===== config.mk =====
export PLATFORM = sky130hd
export DESIGN_NAME = cdb_scheduler_flat
export DESIGN_NICKNAME = d
export VERILOG_FILES = /design/src/rtl/cdb_scheduler_if.sv /design/src/rtl/cdb_scheduler.sv /design/src/flat_wrapper.sv
export SDC_FILE = /design/constraint.sdc
export NUM_CORES = 1
export LEC_CHECK = 0
export ABC_AREA = 1
export BUFFER_PORTS_ARGS = -buffer_cell sky130_fd_sc_hd__buf_2
export CORE_MARGIN = 2
export CORE_UTILIZATION = 55
export CTS_CLUSTER_SIZE = 25
export DETAILED_ROUTE_END_ITERATION = 16
export PLACE_DENSITY_LB_ADDON = 0.25
export SYNTH_ARGS = -nofsm -noshare
export SYNTH_HDL_FRONTEND = slang
export SYNTH_SLANG_ARGS = --single-unit

===== constraint.sdc =====
create_clock -name clk -period 7.9 [get_ports clk]
set_clock_uncertainty 0.15 [all_clocks]
set_input_delay 1.58 -clock clk [delete_from_list [all_inputs] [get_ports clk]]
set_output_delay 1.58 -clock clk [all_outputs]
set_load 0.05 [all_outputs]

===== src/rtl/cdb_scheduler_if.sv =====
// Requester-side handshake and common-data-bus lane signals for cdb_scheduler.
// Requesters drive the master modport. The scheduler uses the slave modport.
interface cdb_scheduler_if #(
  parameter int N     = 4,
  parameter int M     = 2,
  parameter int XLEN  = 32,
  parameter int TAG_W = 5
);
  localparam int unsigned SRC_W = $clog2(N);

  logic [N-1:0]       req_valid;
  logic [N*XLEN-1:0]  req_data;
  logic [N*TAG_W-1:0] req_tag;
  logic [N-1:0]       req_ready;
  logic [M-1:0]       cdb_valid;
  logic [M*XLEN-1:0]  cdb_data;
  logic [M*TAG_W-1:0] cdb_tag;
  logic [M*SRC_W-1:0] cdb_src;

  modport master (
    output req_valid, req_data, req_tag,
    input  req_ready, cdb_valid, cdb_data, cdb_tag, cdb_src
  );

  modport slave (
    input  req_valid, req_data, req_tag,
    output req_ready, cdb_valid, cdb_data, cdb_tag, cdb_src
  );
endinterface


===== src/rtl/cdb_scheduler.sv =====
// Grants up to M of N functional-unit results per cycle onto the common data bus lanes.
// Starving requesters are granted first. Lane outputs are registered.
module cdb_scheduler #(
  parameter int N          = 4,
  parameter int M          = 2,
  parameter int XLEN       = 32,
  parameter int TAG_W      = 5,
  parameter int STARVE_MAX = 7
) (
  input  logic            clk,
  input  logic            reset_n,
  input  logic            flush,
  cdb_scheduler_if.slave  bus
);
  localparam int unsigned SRC_W = $clog2(N);
  localparam int unsigned CNT_W = $clog2(STARVE_MAX + 1);
  localparam logic [CNT_W-1:0] CNT_MAX = CNT_W'(STARVE_MAX);

  logic [CNT_W-1:0] wait_cnt [N];
  logic [N-1:0]     starving;
  logic [N-1:0]     grant;
  logic [M-1:0]     lane_use;
  logic [SRC_W-1:0] lane_src  [M];
  logic [XLEN-1:0]  lane_data [M];
  logic [TAG_W-1:0] lane_tag  [M];

  always_comb begin
    for (int i = 0; i < N; i++) begin
      starving[i] = bus.req_valid[i] && (wait_cnt[i] == CNT_MAX);
    end
  end

  // Pass 0 walks the starving requesters. Pass 1 walks the rest. Both passes go highest index first.
  always_comb begin : arb
    int n_grant;
    grant    = '0;
    lane_use = '0;
    n_grant  = 0;
    for (int k = 0; k < M; k++) begin
      lane_src[k]  = '0;
      lane_data[k] = '0;
      lane_tag[k]  = '0;
    end
    if (reset_n && !flush) begin
      for (int pass = 0; pass < 2; pass++) begin
        for (int i = N - 1; i >= 0; i--) begin
          if (bus.req_valid[i] && (starving[i] == (pass == 0)) && (n_grant < M)) begin
            grant[i] = 1'b1;
            for (int k = 0; k < M; k++) begin
              if (k == n_grant) begin
                lane_use[k]  = 1'b1;
                lane_src[k]  = SRC_W'(i);
                lane_data[k] = bus.req_data[i*XLEN +: XLEN];
                lane_tag[k]  = bus.req_tag[i*TAG_W +: TAG_W];
              end
            end
            n_grant = n_grant + 1;
          end
        end
      end
    end
  end

  assign bus.req_ready = grant;

  // A counter clears on a transfer, when its request is idle, or on a flush.
  always_ff @(posedge clk or negedge reset_n) begin
    if (!reset_n) begin
      for (int i = 0; i < N; i++) wait_cnt[i] <= '0;
    end else begin
      for (int i = 0; i < N; i++) begin
        if (flush || !bus.req_valid[i] || grant[i]) begin
          wait_cnt[i] <= '0;
        end else if (wait_cnt[i] != CNT_MAX) begin
          wait_cnt[i] <= wait_cnt[i] + CNT_W'(1);
        end
      end
    end
  end

  // An invalid lane keeps its last payload. Consumers qualify the payload with cdb_valid.
  always_ff @(posedge clk or negedge reset_n) begin
    if (!reset_n) begin
      bus.cdb_valid <= '0;
      bus.cdb_data  <= '0;
      bus.cdb_tag   <= '0;
      bus.cdb_src   <= '0;
    end else begin
      bus.cdb_valid <= lane_use;
      for (int k = 0; k < M; k++) begin
        if (lane_use[k]) begin
          bus.cdb_data[k*XLEN +: XLEN]   <= lane_data[k];
          bus.cdb_tag[k*TAG_W +: TAG_W]  <= lane_tag[k];
          bus.cdb_src[k*SRC_W +: SRC_W]  <= lane_src[k];
        end
      end
    end
  end
endmodule


===== src/flat_wrapper.sv =====
// flat-port wrapper written by rule: the top's interface ports become plain ports
module cdb_scheduler_flat 
#(
  parameter int N          = 4,
  parameter int M          = 2,
  parameter int XLEN       = 32,
  parameter int TAG_W      = 5,
  parameter int STARVE_MAX = 7
)
  (clk, reset_n, flush, bus_req_valid, bus_req_data, bus_req_tag, bus_req_ready, bus_cdb_valid, bus_cdb_data, bus_cdb_tag, bus_cdb_src);
  cdb_scheduler_if #(.N(N), .M(M), .XLEN(XLEN), .TAG_W(TAG_W)) bus_i ();
  input  logic clk;
  input  logic reset_n;
  input  logic flush;
  input wire logic [$bits(bus_i.req_valid)-1:0] bus_req_valid;
  input wire logic [$bits(bus_i.req_data)-1:0] bus_req_data;
  input wire logic [$bits(bus_i.req_tag)-1:0] bus_req_tag;
  output wire logic [$bits(bus_i.req_ready)-1:0] bus_req_ready;
  output wire logic [$bits(bus_i.cdb_valid)-1:0] bus_cdb_valid;
  output wire logic [$bits(bus_i.cdb_data)-1:0] bus_cdb_data;
  output wire logic [$bits(bus_i.cdb_tag)-1:0] bus_cdb_tag;
  output wire logic [$bits(bus_i.cdb_src)-1:0] bus_cdb_src;
  assign bus_i.req_valid = bus_req_valid;
  assign bus_i.req_data = bus_req_data;
  assign bus_i.req_tag = bus_req_tag;
  assign bus_req_ready = bus_i.req_ready;
  assign bus_cdb_valid = bus_i.cdb_valid;
  assign bus_cdb_data = bus_i.cdb_data;
  assign bus_cdb_tag = bus_i.cdb_tag;
  assign bus_cdb_src = bus_i.cdb_src;
  cdb_scheduler #(.N(N), .M(M), .XLEN(XLEN), .TAG_W(TAG_W), .STARVE_MAX(STARVE_MAX)) u_core (.clk(clk), .reset_n(reset_n), .flush(flush), .bus(bus_i));
endmodule

==> reports/results.txt <==
clock tree from TritonCTS -> built
Chip Height -> 139 microns
initial core utilization -> 56.0%
type of the worst setup path -> in -> out
Post-Route Utilization -> 64.0%
final weighted congestion in routability-driven placement -> 0.917
met1 Usage GRT -> 46.8%
result of the run -> completed
maximum fanout encountered on the critical timing path -> 17
Final Max Tran Viols -> 0
count of maximum capacitance violations -> 0
relative slew slack -> 33.7%
global-route total usage across every layer -> 36.4%
Sequential Power Share -> 30.8%
cts repair resizes -> 0
GR peak layer -> met2
Gate power share -> 46.2%
Async SR Flop Fraction -> 100%
Setup crit end kind -> primary output
number of cells produced by synthesis -> 1787
Power Density -> 179 nW/um^2
total number of nets in the final design -> 2102
horizontal extent of the die -> 139 microns
routed via count divided by cell count -> 5.70
Num CTS Buffers -> 9
Worst Hold Launch -> u_core.bus.cdb_data[41]$_DFFE_PN0P_
Synth Warn # -> 0
root buffer cell -> sky130_fd_sc_hd__clkbuf_16
upper clock frequency limit -> 0.135 GHz
DR iter-0 viols -> 1372
Remaining DRCs -> 0
Post-Route WL -> 36100 microns
routed wirelength normalized by instance count -> 16.7 microns
number of input and output port buffers inserted -> 238
post-layout min period -> 7.42 ns
P_int -> 1.05 mW
dpl hpwl -> 22900 microns
Post-CTS Hold Fix Bufs -> 0
capture instance of the worst register-to-register path -> u_core.bus.cdb_src[3]$_DFFE_PN0P_
count of cell types in the netlist -> 33
count of state elements after synthesis -> 92
RSZ-0062 raised after global routing -> false
Worst setup SP type -> primary input
post-route ant nets -> 0
Final Hold Vio Count -> 0
layout-stage area growth over the synthesis result -> 14.2%
FF-to-FF path depth -> 32
global-route met2 utilization -> 59.1%
class of the tightest hold or removal check -> reg -> reg
maximum number of pins on one net before global-route repair -> 77
Layout fillers -> 1794
setup bufs post-CTS -> 0
number of antenna violations at the first check in global routing -> 1
setup slack on the worst flop-to-flop path -> 1.19 ns
H-Tree Level Count -> 3
net switching component of the power -> 0.998 mW
wire length of the first global-routing pass -> 57800 microns
total negative setup slack -> 0 ns
Post-synth top flop -> sky130_fd_sc_hd__dfrtp_1
Syn Std Cell Area -> 10000 sq um
# IOs -> 239
final number of setup-violating endpoints -> 0
Peak VDD IR -> 0.130 mV
cell count of the worst hold path -> 2
part of the Yosys area used for sequential elements -> 22.9%
synthesized netlist net count -> 1962
synthesized area divided by synthesized cell count -> 5.61 sq um
destination of the worst hold path -> u_core.bus.cdb_data[41]$_DFFE_PN0P_
ratio of cells with drive above 1 in the final layout -> 16.5%
antenna cells -> 0
switching part of the total -> 48.6%
launch point of the worst path -> bus_req_valid[3]
GRT met3 Usage -> 5.97%
Std-Cell Core Area -> 17900 sq um
total number of vias -> 12300
CTS max path bufs -> 2
number of standard-cell rows in the floorplan -> 49
number of global-route vias before repair -> 11500
Period Utilization, post-route -> 93.9%
Required @ worst endpoint -> 6.17 ns
proportion of power drawn by the clock network -> 23.0%
clock latency of the later-clocked register in the worst-skew pair -> 0.36 ns
Die ar. -> 19300 sq um
worst slew pin tran -> 0.992 ns
signal arrival time at the worst endpoint -> 5.69 ns
reg-to-reg startpoint -> u_core.wait_cnt[0]$_DFFE_PN0P_
clock transition at the registers of the reported paths -> 0.07 ns
number of clock sinks -> 92
gr ovfl total -> 0
leakage power total -> 6.66 nW
Pre-Repair DR Iteration Count -> 7
Post-synth EDFFs -> 0
stage by stage:
step	hold WS (ns)	cell area (sq um)	total power [mW]	std cells	worst slack [ns]
after floorplan	0.359	10000	1.31	1787	0.341
after global placement	0.308	11100	1.57	2145	0.564
after detailed placement	0.310	11100	1.58	2145	0.495
after CTS	0.329	11500	2.05	2161	0.480
after global routing	0.347	11500	2.15	2161	0.179
final	0.325	11500	2.05	2161	0.479
Yosys cell counts (2+ instances only):
cell / n / area (sq um)
sky130_fd_sc_hd__nor2_1: 23 / 86.3
sky130_fd_sc_hd__dfrtp_1: 92 / 2300
sky130_fd_sc_hd__inv_2: 2 / 7.51
sky130_fd_sc_hd__buf_6: 5 / 56.3
sky130_fd_sc_hd__buf_1: 12 / 45.0
sky130_fd_sc_hd__buf_4: 11 / 82.6
sky130_fd_sc_hd__xor2_2: 2 / 32.5
sky130_fd_sc_hd__inv_1: 213 / 800
sky130_fd_sc_hd__o21ai_1: 13 / 65.1
sky130_fd_sc_hd__a21oi_1: 2 / 10.0
sky130_fd_sc_hd__nand3_2: 2 / 20.0
sky130_fd_sc_hd__o211ai_1: 38 / 285
sky130_fd_sc_hd__mux2i_1: 8 / 80.1
sky130_fd_sc_hd__xor2_1: 4 / 35.0
sky130_fd_sc_hd__clkbuf_1: 68 / 255
sky130_fd_sc_hd__a21oi_2: 2 / 17.5
sky130_fd_sc_hd__nand2_4: 4 / 45.0
sky130_fd_sc_hd__nor2_4: 3 / 33.8
sky130_fd_sc_hd__nand3_1: 165 / 826
sky130_fd_sc_hd__nand4_1: 7 / 43.8
sky130_fd_sc_hd__buf_2: 35 / 175
sky130_fd_sc_hd__nand2_2: 7 / 43.8
sky130_fd_sc_hd__o21ai_0: 219 / 1100
sky130_fd_sc_hd__o22ai_1: 68 / 425
sky130_fd_sc_hd__nor2_2: 2 / 12.5
sky130_fd_sc_hd__nand2_1: 754 / 2830
sky130_fd_sc_hd__ha_1: 20 / 250
logic make-up after synthesis:
family | share of synthesized area, %
AOI/OAI and AO/OA | 19.2
xor gates and xnor gates | 0.948
adders and majority gates | 2.49
buffers and inverters | 14.2
DFF | 22.9
muxes | 0.798
and+or+nand+nor | 39.4
per-layer routing:
layer | up-vias | part of all wire (%)
li1 | 5981 | -
met4 | 0 | 3.9
met5 | - | 0
met2 | 778 | 45
met1 | 5442 | 40
met3 | 122 | 11
final cells by class:
type                       count  area [sq um]  share of cell area, %
sequential                    92          2300                   20.1
clock buffer                  10           239                   2.09
inverter                     215           807                   7.05
tap                          229           287                   2.50
timing repair buffer         261          1380                   12.0
multi-input combinational   1348          6370                   55.6
clock inverter                 6          70.1                  0.612
worst max-delay path: stages:
cell,delay (ns)
sky130_fd_sc_hd__buf_2,0.11
sky130_fd_sc_hd__nand2_4,0.17
sky130_fd_sc_hd__ha_1,0.41
sky130_fd_sc_hd__inv_1,0.12
sky130_fd_sc_hd__o21ai_0,0.12
sky130_fd_sc_hd__nand2_2,0.16
sky130_fd_sc_hd__inv_1,0.09
sky130_fd_sc_hd__ha_1,0.30
sky130_fd_sc_hd__nor2_1,0.05
sky130_fd_sc_hd__a21oi_2,0.25
sky130_fd_sc_hd__ha_1,0.29
sky130_fd_sc_hd__inv_1,0.05
sky130_fd_sc_hd__nand3_1,0.08
sky130_fd_sc_hd__nand2_1,0.12
sky130_fd_sc_hd__inv_1,0.09
sky130_fd_sc_hd__ha_1,0.29
sky130_fd_sc_hd__inv_1,0.05
sky130_fd_sc_hd__nand3_1,0.08
sky130_fd_sc_hd__nand2_2,0.14
sky130_fd_sc_hd__inv_1,0.09
sky130_fd_sc_hd__ha_2,0.31
sky130_fd_sc_hd__inv_1,0.03
sky130_fd_sc_hd__nand2_1,0.05
sky130_fd_sc_hd__nand2_1,0.08
sky130_fd_sc_hd__nor2_4,0.11
sky130_fd_sc_hd__o21ai_0,0.11
sky130_fd_sc_hd__inv_1,0.08
sky130_fd_sc_hd__buf_2,0.25
power by group through the flow:
stage                     clock network [mW]  registers [mW]  logic [mW]
after floorplan                            0           0.991       0.322
after global placement                     0           0.640       0.926
after detailed placement                   0           0.639       0.938
after CTS                              0.475           0.632       0.942
after global routing                   0.489           0.645        1.02
final                                  0.472           0.633       0.948
flip-flops by register name, summed over array words and instances, names as in the netlist:
| name | count |
|---|---|
| u_core.bus.cdb_src | 4 |
| u_core.bus.cdb_data | 64 |
| u_core.bus.cdb_valid | 2 |
| u_core.bus.cdb_tag | 10 |
| u_core.wait_cnt | 12 |
worst max-delay path by stage:
stage | end | slack [ns] | depth (start not counted)
2_1_floorplan | bus_req_ready[0] | 0.34 | 29
3_3_place_gp | bus_req_ready[0] | 0.56 | 28
3_5_place_dp | bus_req_ready[0] | 0.50 | 28
4_1_cts | bus_req_ready[0] | 0.48 | 28
5_1_grt | bus_req_ready[0] | 0.18 | 28
6_report | bus_req_ready[0] | 0.48 | 28
layout by cell type (no fill, tap or decap), drive strengths merged, types with 20 or more instances in the layout:
master	count
ha	20
o211ai	38
nand2	765
o21ai	233
o22ai	68
inv	216
nor2	28
dfrtp	92
nand3	167
buf	261
No activity file was read; power rests on OpenSTA's default activity.
